### config.mk
export PLATFORM = sky130hd
export DESIGN_NAME = pipe_hazard_ctrl_flat
export DESIGN_NICKNAME = d
export VERILOG_FILES = /design/src/rtl/pipe_hazard_ctrl_if.sv /design/src/rtl/pipe_hazard_ctrl.sv /design/src/flat_wrapper.sv
export SDC_FILE = /design/constraint.sdc
export NUM_CORES = 1
export LEC_CHECK = 0
export CAP_MARGIN = 40
export CORE_UTILIZATION = 41
export DETAILED_ROUTE_END_ITERATION = 7
export PLACE_DENSITY = 0.88
export SLEW_MARGIN = 20
export SYNTH_ARGS = -nofsm -noshare
export SYNTH_HDL_FRONTEND = slang
export SYNTH_SLANG_ARGS = --single-unit
### constraint.sdc
create_clock -name clk -period 2.1 [get_ports clk]
set_input_delay 0.315 -clock clk [delete_from_list [all_inputs] [get_ports clk]]
set_output_delay 0.315 -clock clk [all_outputs]
set_load 0.02 [all_outputs]
### src/rtl/pipe_hazard_ctrl_if.sv
// rtl/pipe_hazard_ctrl_if.sv - pipeline feedback / control bundle for pipe_hazard_ctrl
interface pipe_hazard_ctrl_if #(
    parameter int REG_AW = 5,
    parameter int CNT_W  = 32
);
    logic              debug_en;
    logic              debug_step;
    logic [REG_AW-1:0] id_rs_addr;
    logic [REG_AW-1:0] id_rt_addr;
    logic              id_rs_used;
    logic              id_rt_used;
    logic              id_is_store;
    logic              exe_wen;
    logic              exe_is_load;
    logic              exe_is_mul;
    logic [REG_AW-1:0] exe_waddr;
    logic              mem_wen;
    logic              mem_is_load;
    logic [REG_AW-1:0] mem_waddr;
    logic              jump_en;
    logic [1:0]        fwd_a;
    logic [1:0]        fwd_b;
    logic              mem_fwd_m;
    logic              if_en;
    logic              id_en;
    logic              exe_en;
    logic              mem_en;
    logic              wb_en;
    logic              if_rst;
    logic              id_rst;
    logic              exe_rst;
    logic              mem_rst;
    logic              wb_rst;
    logic              mul_busy;
    logic              mem_busy;
    logic [CNT_W-1:0]  stall_cycles;

    // decoder/pipeline side: supplies feedback, receives controls
    modport master (
        output debug_en, debug_step,
        output id_rs_addr, id_rt_addr, id_rs_used, id_rt_used, id_is_store,
        output exe_wen, exe_is_load, exe_is_mul, exe_waddr,
        output mem_wen, mem_is_load, mem_waddr, jump_en,
        input  fwd_a, fwd_b, mem_fwd_m,
        input  if_en, id_en, exe_en, mem_en, wb_en,
        input  if_rst, id_rst, exe_rst, mem_rst, wb_rst,
        input  mul_busy, mem_busy, stall_cycles
    );

    // hazard controller side
    modport slave (
        input  debug_en, debug_step,
        input  id_rs_addr, id_rt_addr, id_rs_used, id_rt_used, id_is_store,
        input  exe_wen, exe_is_load, exe_is_mul, exe_waddr,
        input  mem_wen, mem_is_load, mem_waddr, jump_en,
        output fwd_a, fwd_b, mem_fwd_m,
        output if_en, id_en, exe_en, mem_en, wb_en,
        output if_rst, id_rst, exe_rst, mem_rst, wb_rst,
        output mul_busy, mem_busy, stall_cycles
    );
endinterface

### src/rtl/pipe_hazard_ctrl.sv
// rtl/pipe_hazard_ctrl.sv - hazard, forwarding and stall controller for the 5-stage pipeline
module pipe_hazard_ctrl #(
    parameter int REG_AW      = 5,
    parameter int MUL_LAT     = 4,
    parameter int MEM_LAT     = 1,
    parameter int FLUSH_DEPTH = 1,
    parameter int CNT_W       = 32
) (
    input logic               clk,
    input logic               rst_n,
    pipe_hazard_ctrl_if.slave bus
);
    localparam logic [1:0] S_IDLE = 2'd0;
    localparam logic [1:0] S_BUSY = 2'd1;
    localparam logic [1:0] S_DONE = 2'd2;

    localparam logic [REG_AW-1:0] ZERO_REG = '0;
    localparam logic [CNT_W-1:0]  CNT_ONE  = {{(CNT_W-1){1'b0}}, 1'b1};
    localparam logic              MUL_MC   = (MUL_LAT > 1);
    localparam logic              MEM_MC   = (MEM_LAT > 1);
    localparam logic [3:0]        MUL_LOAD = 4'(MUL_LAT > 1 ? MUL_LAT - 2 : 0);
    localparam logic [3:0]        MEM_LOAD = 4'(MEM_LAT > 1 ? MEM_LAT - 2 : 0);
    localparam logic              FLUSH_EXE = (FLUSH_DEPTH == 2);

    logic [1:0]       mul_state;
    logic [1:0]       mem_state;
    logic [3:0]       mul_cnt;
    logic [3:0]       mem_cnt;
    logic [CNT_W-1:0] stall_cnt;
    logic             debug_step_prev;

    logic rs_exe, rt_exe, rs_mem, rt_mem;
    logic load_use, mul_stall, mem_stall, halt;
    logic en_if, en_id, en_exe, en_mem, en_wb;
    logic rst_if, rst_id, rst_exe, rst_mem, rst_wb;

    // source-operand match against EXE and MEM writebacks ($0 never matches)
    always_comb begin
        rs_exe = bus.id_rs_used && bus.exe_wen && (bus.exe_waddr == bus.id_rs_addr) && (bus.id_rs_addr != ZERO_REG);
        rt_exe = bus.id_rt_used && bus.exe_wen && (bus.exe_waddr == bus.id_rt_addr) && (bus.id_rt_addr != ZERO_REG);
        rs_mem = bus.id_rs_used && bus.mem_wen && (bus.mem_waddr == bus.id_rs_addr) && (bus.id_rs_addr != ZERO_REG);
        rt_mem = bus.id_rt_used && bus.mem_wen && (bus.mem_waddr == bus.id_rt_addr) && (bus.id_rt_addr != ZERO_REG);
    end

    // forwarding mux selects: youngest ALU result first, then MEM (ALU or load data)
    always_comb begin
        bus.fwd_a = 2'd0;
        bus.fwd_b = 2'd0;
        if (rs_exe && !bus.exe_is_load)
            bus.fwd_a = 2'd1;
        else if (rs_mem)
            bus.fwd_a = bus.mem_is_load ? 2'd3 : 2'd2;
        if (rt_exe && !bus.exe_is_load)
            bus.fwd_b = 2'd1;
        else if (rt_mem)
            bus.fwd_b = bus.mem_is_load ? 2'd3 : 2'd2;
        bus.mem_fwd_m = rt_exe && bus.exe_is_load && bus.id_is_store;
    end

    // stall sources; a store's rt can take load data at MEM, so it does not stall
    always_comb begin
        load_use  = bus.exe_is_load && (rs_exe || (rt_exe && !bus.id_is_store));
        mul_stall = ((mul_state == S_IDLE) && bus.exe_is_mul && MUL_MC) ||
                    ((mul_state == S_BUSY) && (mul_cnt != 4'd0));
        mem_stall = ((mem_state == S_IDLE) && bus.mem_is_load && MEM_MC) ||
                    ((mem_state == S_BUSY) && (mem_cnt != 4'd0));
        halt      = bus.debug_en && !(bus.debug_step && !debug_step_prev);
    end

    // stage enable / bubble generation in priority order
    always_comb begin
        {en_if, en_id, en_exe, en_mem, en_wb}      = 5'b11111;
        {rst_if, rst_id, rst_exe, rst_mem, rst_wb} = 5'b00000;
        if (!rst_n) begin
            {rst_if, rst_id, rst_exe, rst_mem, rst_wb} = 5'b11111;
        end else if (halt) begin
            {en_if, en_id, en_exe, en_mem, en_wb} = 5'b00000;
        end else if (mem_stall) begin
            {en_if, en_id, en_exe, en_mem} = 4'b0000;
            rst_wb = 1'b1;
        end else if (mul_stall) begin
            {en_if, en_id, en_exe} = 3'b000;
            rst_mem = 1'b1;
        end else if (load_use) begin
            {en_if, en_id} = 2'b00;
            rst_exe = 1'b1;
        end else if (bus.jump_en) begin
            rst_id  = 1'b1;
            rst_exe = FLUSH_EXE;
        end
    end

    // drive outputs
    always_comb begin
        bus.if_en        = en_if;
        bus.id_en        = en_id;
        bus.exe_en       = en_exe;
        bus.mem_en       = en_mem;
        bus.wb_en        = en_wb;
        bus.if_rst       = rst_if;
        bus.id_rst       = rst_id;
        bus.exe_rst      = rst_exe;
        bus.mem_rst      = rst_mem;
        bus.wb_rst       = rst_wb;
        bus.mul_busy     = rst_n && mul_stall;
        bus.mem_busy     = rst_n && mem_stall;
        bus.stall_cycles = stall_cnt;
    end

    // multi-cycle EXE tracker; DONE parks a finished op until EXE can advance
    always_ff @(posedge clk or negedge rst_n) begin
        if (!rst_n) begin
            mul_state <= S_IDLE;
            mul_cnt   <= 4'd0;
        end else if (!halt) begin
            case (mul_state)
                S_IDLE: if (bus.exe_is_mul && MUL_MC) begin
                    mul_state <= S_BUSY;
                    mul_cnt   <= MUL_LOAD;
                end
                S_BUSY: if (mul_cnt != 4'd0) mul_cnt <= mul_cnt - 4'd1;
                        else mul_state <= en_exe ? S_IDLE : S_DONE;
                S_DONE: if (en_exe) mul_state <= S_IDLE;
                default: mul_state <= S_IDLE;
            endcase
        end
    end

    // variable-latency load tracker for the MEM stage
    always_ff @(posedge clk or negedge rst_n) begin
        if (!rst_n) begin
            mem_state <= S_IDLE;
            mem_cnt   <= 4'd0;
        end else if (!halt) begin
            case (mem_state)
                S_IDLE: if (bus.mem_is_load && MEM_MC) begin
                    mem_state <= S_BUSY;
                    mem_cnt   <= MEM_LOAD;
                end
                S_BUSY: if (mem_cnt != 4'd0) mem_cnt <= mem_cnt - 4'd1;
                        else mem_state <= en_mem ? S_IDLE : S_DONE;
                S_DONE: if (en_mem) mem_state <= S_IDLE;
                default: mem_state <= S_IDLE;
            endcase
        end
    end

    // stall-cycle counter and debug-step edge history
    always_ff @(posedge clk or negedge rst_n) begin
        if (!rst_n) begin
            stall_cnt       <= '0;
            debug_step_prev <= 1'b0;
        end else begin
            debug_step_prev <= bus.debug_step;
            if (!halt && (mem_stall || mul_stall || load_use))
                stall_cnt <= stall_cnt + CNT_ONE;
        end
    end
endmodule
### src/flat_wrapper.sv
// flat-port wrapper written by rule: the top's interface ports become plain ports
module pipe_hazard_ctrl_flat 
#(
    parameter int REG_AW      = 5,
    parameter int MUL_LAT     = 4,
    parameter int MEM_LAT     = 1,
    parameter int FLUSH_DEPTH = 1,
    parameter int CNT_W       = 32
)
  (clk, rst_n, bus_debug_en, bus_debug_step, bus_id_rs_addr, bus_id_rt_addr, bus_id_rs_used, bus_id_rt_used, bus_id_is_store, bus_exe_wen, bus_exe_is_load, bus_exe_is_mul, bus_exe_waddr, bus_mem_wen, bus_mem_is_load, bus_mem_waddr, bus_jump_en, bus_fwd_a, bus_fwd_b, bus_mem_fwd_m, bus_if_en, bus_id_en, bus_exe_en, bus_mem_en, bus_wb_en, bus_if_rst, bus_id_rst, bus_exe_rst, bus_mem_rst, bus_wb_rst, bus_mul_busy, bus_mem_busy, bus_stall_cycles);
  pipe_hazard_ctrl_if #(.REG_AW(REG_AW), .CNT_W(CNT_W)) bus_i ();
  input logic clk;
  input logic rst_n;
  input wire logic [$bits(bus_i.debug_en)-1:0] bus_debug_en;
  input wire logic [$bits(bus_i.debug_step)-1:0] bus_debug_step;
  input wire logic [$bits(bus_i.id_rs_addr)-1:0] bus_id_rs_addr;
  input wire logic [$bits(bus_i.id_rt_addr)-1:0] bus_id_rt_addr;
  input wire logic [$bits(bus_i.id_rs_used)-1:0] bus_id_rs_used;
  input wire logic [$bits(bus_i.id_rt_used)-1:0] bus_id_rt_used;
  input wire logic [$bits(bus_i.id_is_store)-1:0] bus_id_is_store;
  input wire logic [$bits(bus_i.exe_wen)-1:0] bus_exe_wen;
  input wire logic [$bits(bus_i.exe_is_load)-1:0] bus_exe_is_load;
  input wire logic [$bits(bus_i.exe_is_mul)-1:0] bus_exe_is_mul;
  input wire logic [$bits(bus_i.exe_waddr)-1:0] bus_exe_waddr;
  input wire logic [$bits(bus_i.mem_wen)-1:0] bus_mem_wen;
  input wire logic [$bits(bus_i.mem_is_load)-1:0] bus_mem_is_load;
  input wire logic [$bits(bus_i.mem_waddr)-1:0] bus_mem_waddr;
  input wire logic [$bits(bus_i.jump_en)-1:0] bus_jump_en;
  output wire logic [$bits(bus_i.fwd_a)-1:0] bus_fwd_a;
  output wire logic [$bits(bus_i.fwd_b)-1:0] bus_fwd_b;
  output wire logic [$bits(bus_i.mem_fwd_m)-1:0] bus_mem_fwd_m;
  output wire logic [$bits(bus_i.if_en)-1:0] bus_if_en;
  output wire logic [$bits(bus_i.id_en)-1:0] bus_id_en;
  output wire logic [$bits(bus_i.exe_en)-1:0] bus_exe_en;
  output wire logic [$bits(bus_i.mem_en)-1:0] bus_mem_en;
  output wire logic [$bits(bus_i.wb_en)-1:0] bus_wb_en;
  output wire logic [$bits(bus_i.if_rst)-1:0] bus_if_rst;
  output wire logic [$bits(bus_i.id_rst)-1:0] bus_id_rst;
  output wire logic [$bits(bus_i.exe_rst)-1:0] bus_exe_rst;
  output wire logic [$bits(bus_i.mem_rst)-1:0] bus_mem_rst;
  output wire logic [$bits(bus_i.wb_rst)-1:0] bus_wb_rst;
  output wire logic [$bits(bus_i.mul_busy)-1:0] bus_mul_busy;
  output wire logic [$bits(bus_i.mem_busy)-1:0] bus_mem_busy;
  output wire logic [$bits(bus_i.stall_cycles)-1:0] bus_stall_cycles;
  assign bus_i.debug_en = bus_debug_en;
  assign bus_i.debug_step = bus_debug_step;
  assign bus_i.id_rs_addr = bus_id_rs_addr;
  assign bus_i.id_rt_addr = bus_id_rt_addr;
  assign bus_i.id_rs_used = bus_id_rs_used;
  assign bus_i.id_rt_used = bus_id_rt_used;
  assign bus_i.id_is_store = bus_id_is_store;
  assign bus_i.exe_wen = bus_exe_wen;
  assign bus_i.exe_is_load = bus_exe_is_load;
  assign bus_i.exe_is_mul = bus_exe_is_mul;
  assign bus_i.exe_waddr = bus_exe_waddr;
  assign bus_i.mem_wen = bus_mem_wen;
  assign bus_i.mem_is_load = bus_mem_is_load;
  assign bus_i.mem_waddr = bus_mem_waddr;
  assign bus_i.jump_en = bus_jump_en;
  assign bus_fwd_a = bus_i.fwd_a;
  assign bus_fwd_b = bus_i.fwd_b;
  assign bus_mem_fwd_m = bus_i.mem_fwd_m;
  assign bus_if_en = bus_i.if_en;
  assign bus_id_en = bus_i.id_en;
  assign bus_exe_en = bus_i.exe_en;
  assign bus_mem_en = bus_i.mem_en;
  assign bus_wb_en = bus_i.wb_en;
  assign bus_if_rst = bus_i.if_rst;
  assign bus_id_rst = bus_i.id_rst;
  assign bus_exe_rst = bus_i.exe_rst;
  assign bus_mem_rst = bus_i.mem_rst;
  assign bus_wb_rst = bus_i.wb_rst;
  assign bus_mul_busy = bus_i.mul_busy;
  assign bus_mem_busy = bus_i.mem_busy;
  assign bus_stall_cycles = bus_i.stall_cycles;
  pipe_hazard_ctrl #(.REG_AW(REG_AW), .MUL_LAT(MUL_LAT), .MEM_LAT(MEM_LAT), .FLUSH_DEPTH(FLUSH_DEPTH), .CNT_W(CNT_W)) u_core (.clk(clk), .rst_n(rst_n), .bus(bus_i));
endmodule
==> reports/qor.csv, run 1 <==
stage,metric,value,unit
critical_path,Reg2Reg Setup Slack,-0.16,ns
timing,setup violators final,37,
route,Total Wirelength,7560,µm
power,Flop pwr share,30.6,%
die,initial core utilization,42.3,%
global_routing,vias in the first global route,2289,
timing,RSZ-0062 raised after global routing,true,
finish,design area,4030,µm²
route,Vias,2405,
status,failing checks,negative setup slack,
global_routing,final global-route overflow total,0,
logic_synthesis,synthesized flop and latch total,39,
global_routing,first-pass GRT wire length,10500,µm
clock_tree,CTS tree,done,
die,Die H,77.4,µm
finish,layout cells sized above 1,39.5,%
timing,final hold viol count,0,
timing,fmax,442,MHz
global_routing,GRT Total Usage,22.4,%
logic_synthesis,leading area contributor after synthesis,dfrtp_1,
finish,antenna fix cells,0,
finish,Util after Layout,73.3,%
placed_design,post-DP HPWL,4610,µm
logic_synthesis,"EDFF count, synth",0,
logic_synthesis,Synth Cell Area,2330,µm²
global_routing,initial antenna violation count,0,
route,Vias/cell,5.44,
clock_tree,CTS buffer count,5,
power,Switch Pwr,1.36,mW
critical_path,worst r2r path cells,10,
die,Ports,82,
route,drt initial violations,118,
power,switching share of power,39.1,%
finish,fill count,360,
logic_synthesis,Main synth FF type,dfrtp_1,
clock_tree,clock transition at the registers of the reported paths,0.08,ns
logic_synthesis,area share of the largest cell type after synthesis,41.9,%
placed_design,DP Area,3470,µm²
logic_synthesis,"Distinct cells, synth",43,
clock_tree,Clock Path Buffers,2,
finish,Finished Layout Cells,442,
clock_tree,Sink Count,39,
logic_synthesis,Avg Inst Size Synth,9.83,µm²
die,Rows,27,
timing,Final Max Slew Viols,0,
timing,Final period util,108,%
power,power density cells,859,nW/µm²
route,"antenna viol nets, final",0,
global_routing,largest net degree at the start of global routing,39,
route,remaining routing DRC violations,0,
logic_synthesis,fraction of registers with async set/reset,100,%
timing,minimum clock period,2.26,ns
critical_path,RR Endpoint,u_core.bus.stall_cycles[27]$_DFFE_PN0P_,
critical_path,Setup crit start,u_core.mul_cnt[1]$_DFFE_PN0P_,
critical_path,peak fanout along the critical path,7,
hold_path,worst hold path type,primary input to asynchronous set/reset pin,
timing,Hold Slack,0.287,ns
logic_synthesis,register area share after synthesis,41.9,%
critical_path,Worst EP arrival,2.47,ns
finish,"Net count, final",405,
power,maximum vdd drop,0.000451,V
timing,"crit path setup slack, layout",-0.160,ns
logic_synthesis,syn nets,273,
logic_synthesis,top post-synthesis cells by count,"dfrtp_1, xnor2_1, nand2_1",
power,clock share of power,14.4,%
critical_path,Critical Path RT,2.31,ns
clock_tree,H-tree depth,2,
logic_synthesis,most frequent cell after synthesis,dfrtp_1,
placed_design,GPL Wtd Cong,0.801,
placed_design,Placed Instances,417,
critical_path,CP startpoint kind,register,
logic_synthesis,Mapped Cells,237,
placed_design,IO Port Bufs,80,
critical_path,CP endpoint kind,register,
logic_synthesis,Ys Warns,0,
die,DIE WIDTH,77.4,µm
power,internal power,2.11,mW
route,DRT Pass-1 Iters,4,
critical_path,Setup CP Type,register to register,
clock_tree,clk root buf,clkbuf_8,
die,CORE AREA,5510,µm²
critical_path,Worst R2R Start,u_core.mul_cnt[1]$_DFFE_PN0P_,
clock_tree,Worst-Skew Late Latency,0.29,ns
status,status,"complete, but fails checks",
finish,Layout area overhead,73.1,%
power,Leakage Power,1.84,nW
die,die area,5990,µm²
logic_synthesis,largest cells by area after synthesis,"dfrtp_1, xnor2_1, xor2_1",
timing,Setup Skew,0.00556,ns
route,routed len/inst,17.1,µm
job,MaxCap Viol Count,0,
power,combinational share of power,55.0,%
[metal layers]
metal	track usage, %	vias up	routed length, µm
li1	-	1088	-
met1	25.6	1189	2830
met2	41.2	107	4140
met3	3.41	21	378
met4	9.43	0	221
met5	0	-	0
[worst max-delay path: stages, from the launching register on]
cell,delay [ns]
dfrtp_1,0.38
inv_2,0.06
ha_4,0.16
nor4bb_4,0.16
nor3_4,0.27
buf_12,0.15
o2111a_2,0.25
o311ai_4,0.12
buf_12,0.17
nor3_2,0.24
xor2_1,0.21
[power groups by stage]
stage	clock network [mW]	registers, mW	logic (mW)
after detailed placement	0	1.05	1.35
after CTS	0.491	1.04	1.54
after global placement	0	1.04	1.31
after floorplan	0	1.13	0.592
after global routing	0.537	1.08	2.00
final	0.498	1.06	1.91
[placed cells by master (no fill, tap or decap), types with 3 or more instances in the layout]
master | Yosys | routed
nand4_1 | 8 | 8
buf_6 | 1 | 12
clkdlybuf4s50_1 | 0 | 44
xnor2_2 | 0 | 3
dlymetal6s2s_1 | 0 | 5
clkinv_2 | 0 | 3
buf_2 | 1 | 4
nand2_2 | 0 | 6
inv_1 | 10 | 8
o21ai_4 | 0 | 3
and3_1 | 6 | 5
buf_4 | 5 | 41
nor4_1 | 9 | 3
nand3_1 | 9 | 8
xnor2_1 | 29 | 26
buf_12 | 0 | 5
xor2_1 | 24 | 22
nor4_4 | 0 | 3
nor2_4 | 0 | 3
dfrtp_1 | 39 | 39
nand2_1 | 25 | 17
nor3_1 | 11 | 3
clkbuf_8 | 0 | 5
nor4_2 | 0 | 3
nor2_2 | 0 | 5
o21a_1 | 3 | 3
clkbuf_2 | 0 | 11
nor2_1 | 16 | 8
dlygate4sd2_1 | 0 | 6
nor3_2 | 4 | 7
nor3_4 | 0 | 5
or4_4 | 0 | 3
[layout make-up]
class | count | area (µm²) | area share [%]
multi-input combinational | 181 | 1620 | 40.1
timing repair buffer | 132 | 1230 | 30.5
sequential | 39 | 976 | 24.2
tap | 72 | 90.1 | 2.23
clock buffer | 5 | 68.8 | 1.71
inverter | 10 | 37.5 | 0.931
clock inverter | 3 | 15.0 | 0.372
[worst max-delay path by stage]
stage | to | slack (ns)
finish | u_core.bus.stall_cycles[27]$_DFFE_PN0P_ | -0.16
global route | u_core.bus.stall_cycles[6]$_DFFE_PN0P_ | -0.24
CTS | u_core.bus.stall_cycles[17]$_DFFE_PN0P_ | -0.06
detailed placement | bus_id_rst | -0.80
global placement | bus_id_rst | -0.74
floorplan | u_core.bus.stall_cycles[1]$_DFFE_PN0P_ | -0.02
[metrics by stage]
step	TNS [ns]	power [mW]	setup slack [ns]
after floorplan	-0.0281	1.73	-0.0193
after global placement	-18.88	2.35	-0.737
after detailed placement	-20.77	2.40	-0.800
after CTS	-0.445	3.07	-0.0559
after global routing	-6.62	3.61	-0.241
final	-3.45	3.46	-0.160
[timing repair]
item                                    CTS  global route
endpoints found under the setup margin   46            43
gates resized for setup                 114            74
endpoints found under the hold margin     1             0
hold buffers                              1             0
gates cloned                              0             1
buffers inserted                         10             7
pin swaps                                22            38
[cell families (layout without fill, tap and decap cells)]
family / after synthesis / count (layout) / synth area share, %
AO/OA/AOI/OAI: 21 / 21 / 7.79
XOR/XNOR: 53 / 53 / 19.9
adder cells (fa/ha/maj): 3 / 3 / 1.61
buffers and inverters: 17 / 150 / 3.92
flip-flops: 39 / 39 / 41.9
multiplexers: 1 / 1 / 0.644
other: 1 / 1 / 0.161
AND/OR/NAND/NOR: 102 / 102 / 24.1
[sequential cells by signal (all words and copies together) (netlist names)]
register,count
u_core.mul_cnt,4
u_core.debug_step_prev,1
u_core.mul_state,2
u_core.bus.stall_cycles,32
Note: power is estimated with default switching activity, not from simulation.
==> inputs of run 2 (changes only) <==
- HOLD_SLACK_MARGIN: unset -> 0.15
==> results of run 2 <==
The final DEF is identical to that of run 1; final timing and power are the same.
==> inputs of run 3 (changes only) <==
==> constraint.sdc (replaced) <==
create_clock -name clk -period 2.1 [get_ports clk]
set_input_delay 0.315 -clock clk [delete_from_list [all_inputs] [get_ports clk]]
set_output_delay 0.315 -clock clk [all_outputs]
set_load 0.05 [all_outputs]
==> reports/qor.csv, run 3 (synthesized netlist as in run 1, its figures left out) <==
stage,metric,value,unit
clock_tree,CTS buffer count,5,
timing,setup TNS,-1.25,ns
finish,design area,4160,µm²
status,status,"complete, but fails checks",
critical_path,Worst R2R Start,u_core.mul_cnt[0]$_DFFE_PN0P_,
timing,final hold viol count,0,
clock_tree,Sink Count,39,
clock_tree,H-tree depth,2,
timing,Final period util,106,%
timing,Hold Slack,0.333,ns
die,initial core utilization,42.3,%
die,die area,5990,µm²
finish,"Net count, final",404,
placed_design,DP Area,3630,µm²
placed_design,IO Port Bufs,80,
placed_design,Placed Instances,418,
critical_path,Critical Path RT,1.78,ns
finish,layout cells sized above 1,41.6,%
power,power density cells,867,nW/µm²
timing,minimum clock period,2.23,ns
global_routing,first-pass GRT wire length,10400,µm
critical_path,worst r2r path cells,11,
placed_design,GPL Wtd Cong,0.811,
critical_path,CP endpoint kind,primary output,
timing,Rel. slew slack,59.4,%
finish,Layout area overhead,78.4,%
timing,Setup Skew,0.00655,ns
timing,"crit path setup slack, layout",-0.135,ns
global_routing,vias in the first global route,2271,
critical_path,CP max-delay cell,dfrtp_1,
route,Total Wirelength,8050,µm
power,maximum vdd drop,0.000480,V
timing,Tightest Pin Transition,0.607,ns
global_routing,final global-route overflow total,0,
job,MaxCap Viol Count,0,
critical_path,Setup crit start,u_core.mul_cnt[1]$_DFFE_PN0P_,
critical_path,CP cell instances,inv_2 -> ha_4 -> nor4bb_4 -> nor3_2 -> buf_6 -> nor2_4 -> nand3_2 -> nand2_2 -> buf_12,
clock_tree,Clock Path Buffers,2,
route,drt initial violations,86,
critical_path,Setup CP Type,register to primary output,
power,Leakage Power,1.89,nW
die,Rows,27,
die,CORE AREA,5510,µm²
route,Vias,2430,
timing,Final Max Slew Viols,0,
clock_tree,Worst-Skew Late Latency,0.30,ns
critical_path,Worst EP arrival,1.92,ns
clock_tree,CTS tree,done,
route,Vias/cell,5.52,
finish,"commonest non-fill, non-tap cell in the layout",clkdlybuf4s50_1,
status,failing checks,negative setup slack,
critical_path,CP startpoint kind,register,
critical_path,RR Endpoint,u_core.bus.stall_cycles[29]$_DFFE_PN0P_,
critical_path,peak fanout along the critical path,5,
critical_path,Reg2Reg Setup Slack,-0.12,ns
global_routing,initial antenna violation count,0,
clock_tree,clk root buf,clkbuf_8,
timing,RSZ-0062 raised after global routing,true,
timing,fmax,447,MHz
clock_tree,clock transition at the registers of the reported paths,0.08,ns
route,"antenna viol nets, final",0,
die,DIE WIDTH,77.4,µm
route,DRT Pass-1 Iters,4,
finish,"commonest non-fill, non-tap cells in the layout","clkdlybuf4s50_1, buf_4, dfrtp_1",
die,Die H,77.4,µm
finish,antenna fix cells,0,
finish,number of flip-flops under the largest register name,32,
hold_path,worst hold path type,primary input to asynchronous set/reset pin,
critical_path,Max stage delay on crit path,0.41,ns
global_routing,largest net degree at the start of global routing,37,
finish,Finished Layout Cells,440,
placed_design,post-DP HPWL,4910,µm
timing,setup violators final,25,
die,Ports,82,
route,routed len/inst,18.3,µm
global_routing,GRT Total Usage,22.3,%
route,remaining routing DRC violations,0,
## run 3: report_power, final
group          switching [mW]  internal (mW)
logic                    1.16          0.846
registers               0.184          0.890
clock network           0.269          0.258
total                    1.61           1.99
## run 3: worst max-delay path by stage
stage / end / slack [ns] / depth (start not counted)
2_1_floorplan: bus_exe_rst / -0.18 / 5
5_1_grt: bus_id_rst / -0.21 / 9
4_1_cts: bus_id_rst / -0.02 / 9
6_report: bus_id_rst / -0.13 / 9
3_3_place_gp: bus_exe_rst / -0.38 / 7
3_5_place_dp: u_core.bus.stall_cycles[28]$_DFFE_PN0P_ / -0.55 / 8
## run 3: timing repair
item | CTS | global route
hold endpoints to repair | 3 | 0
buffers inserted | 8 | 7
pin swaps | 19 | 22
setup endpoints to repair | 42 | 38
resized for setup | 75 | 53
hold buffers | 1 | 0
## run 3: per-stage QoR
step / setup WS (ns) / power (mW) / util [%]
after floorplan: -0.183 / 2.05 / -
after global placement: -0.379 / 2.64 / 66.0
after detailed placement: -0.555 / 2.71 / 66.0
after CTS: -0.0174 / 3.30 / 69.9
after global routing: -0.207 / 3.73 / 75.5
final: -0.135 / 3.60 / 75.5
## run 3: per-layer routing
layer	GRT usage, %	wire [µm]
met5	0	0
met3	4.71	403
met1	26.2	2960
met2	40.2	4440
met4	7.17	244
## run 3: worst max-delay path: cells and delay by family (launching register included)
| kind | cells | cell delay [ns] |
|---|---|---|
| AND/OR/NAND/NOR | 5 | 0.68 |
| flip-flops | 1 | 0.41 |
| buffers and inverters | 3 | 0.39 |
| adder cells (fa/ha/maj) | 1 | 0.14 |
## run 3: final cells by class
| cell class | count | area (µm²) |
|---|---|---|
| Multi-Input combinational cell | 181 | 1680 |
| Timing Repair Buffer | 131 | 1290 |
| Tap cell | 72 | 90.1 |
| Clock inverter | 1 | 5.00 |
| Fill cell | 326 | 1350 |
| Clock buffer | 6 | 82.6 |
| Inverter | 10 | 37.5 |
| Sequential cell | 39 | 976 |
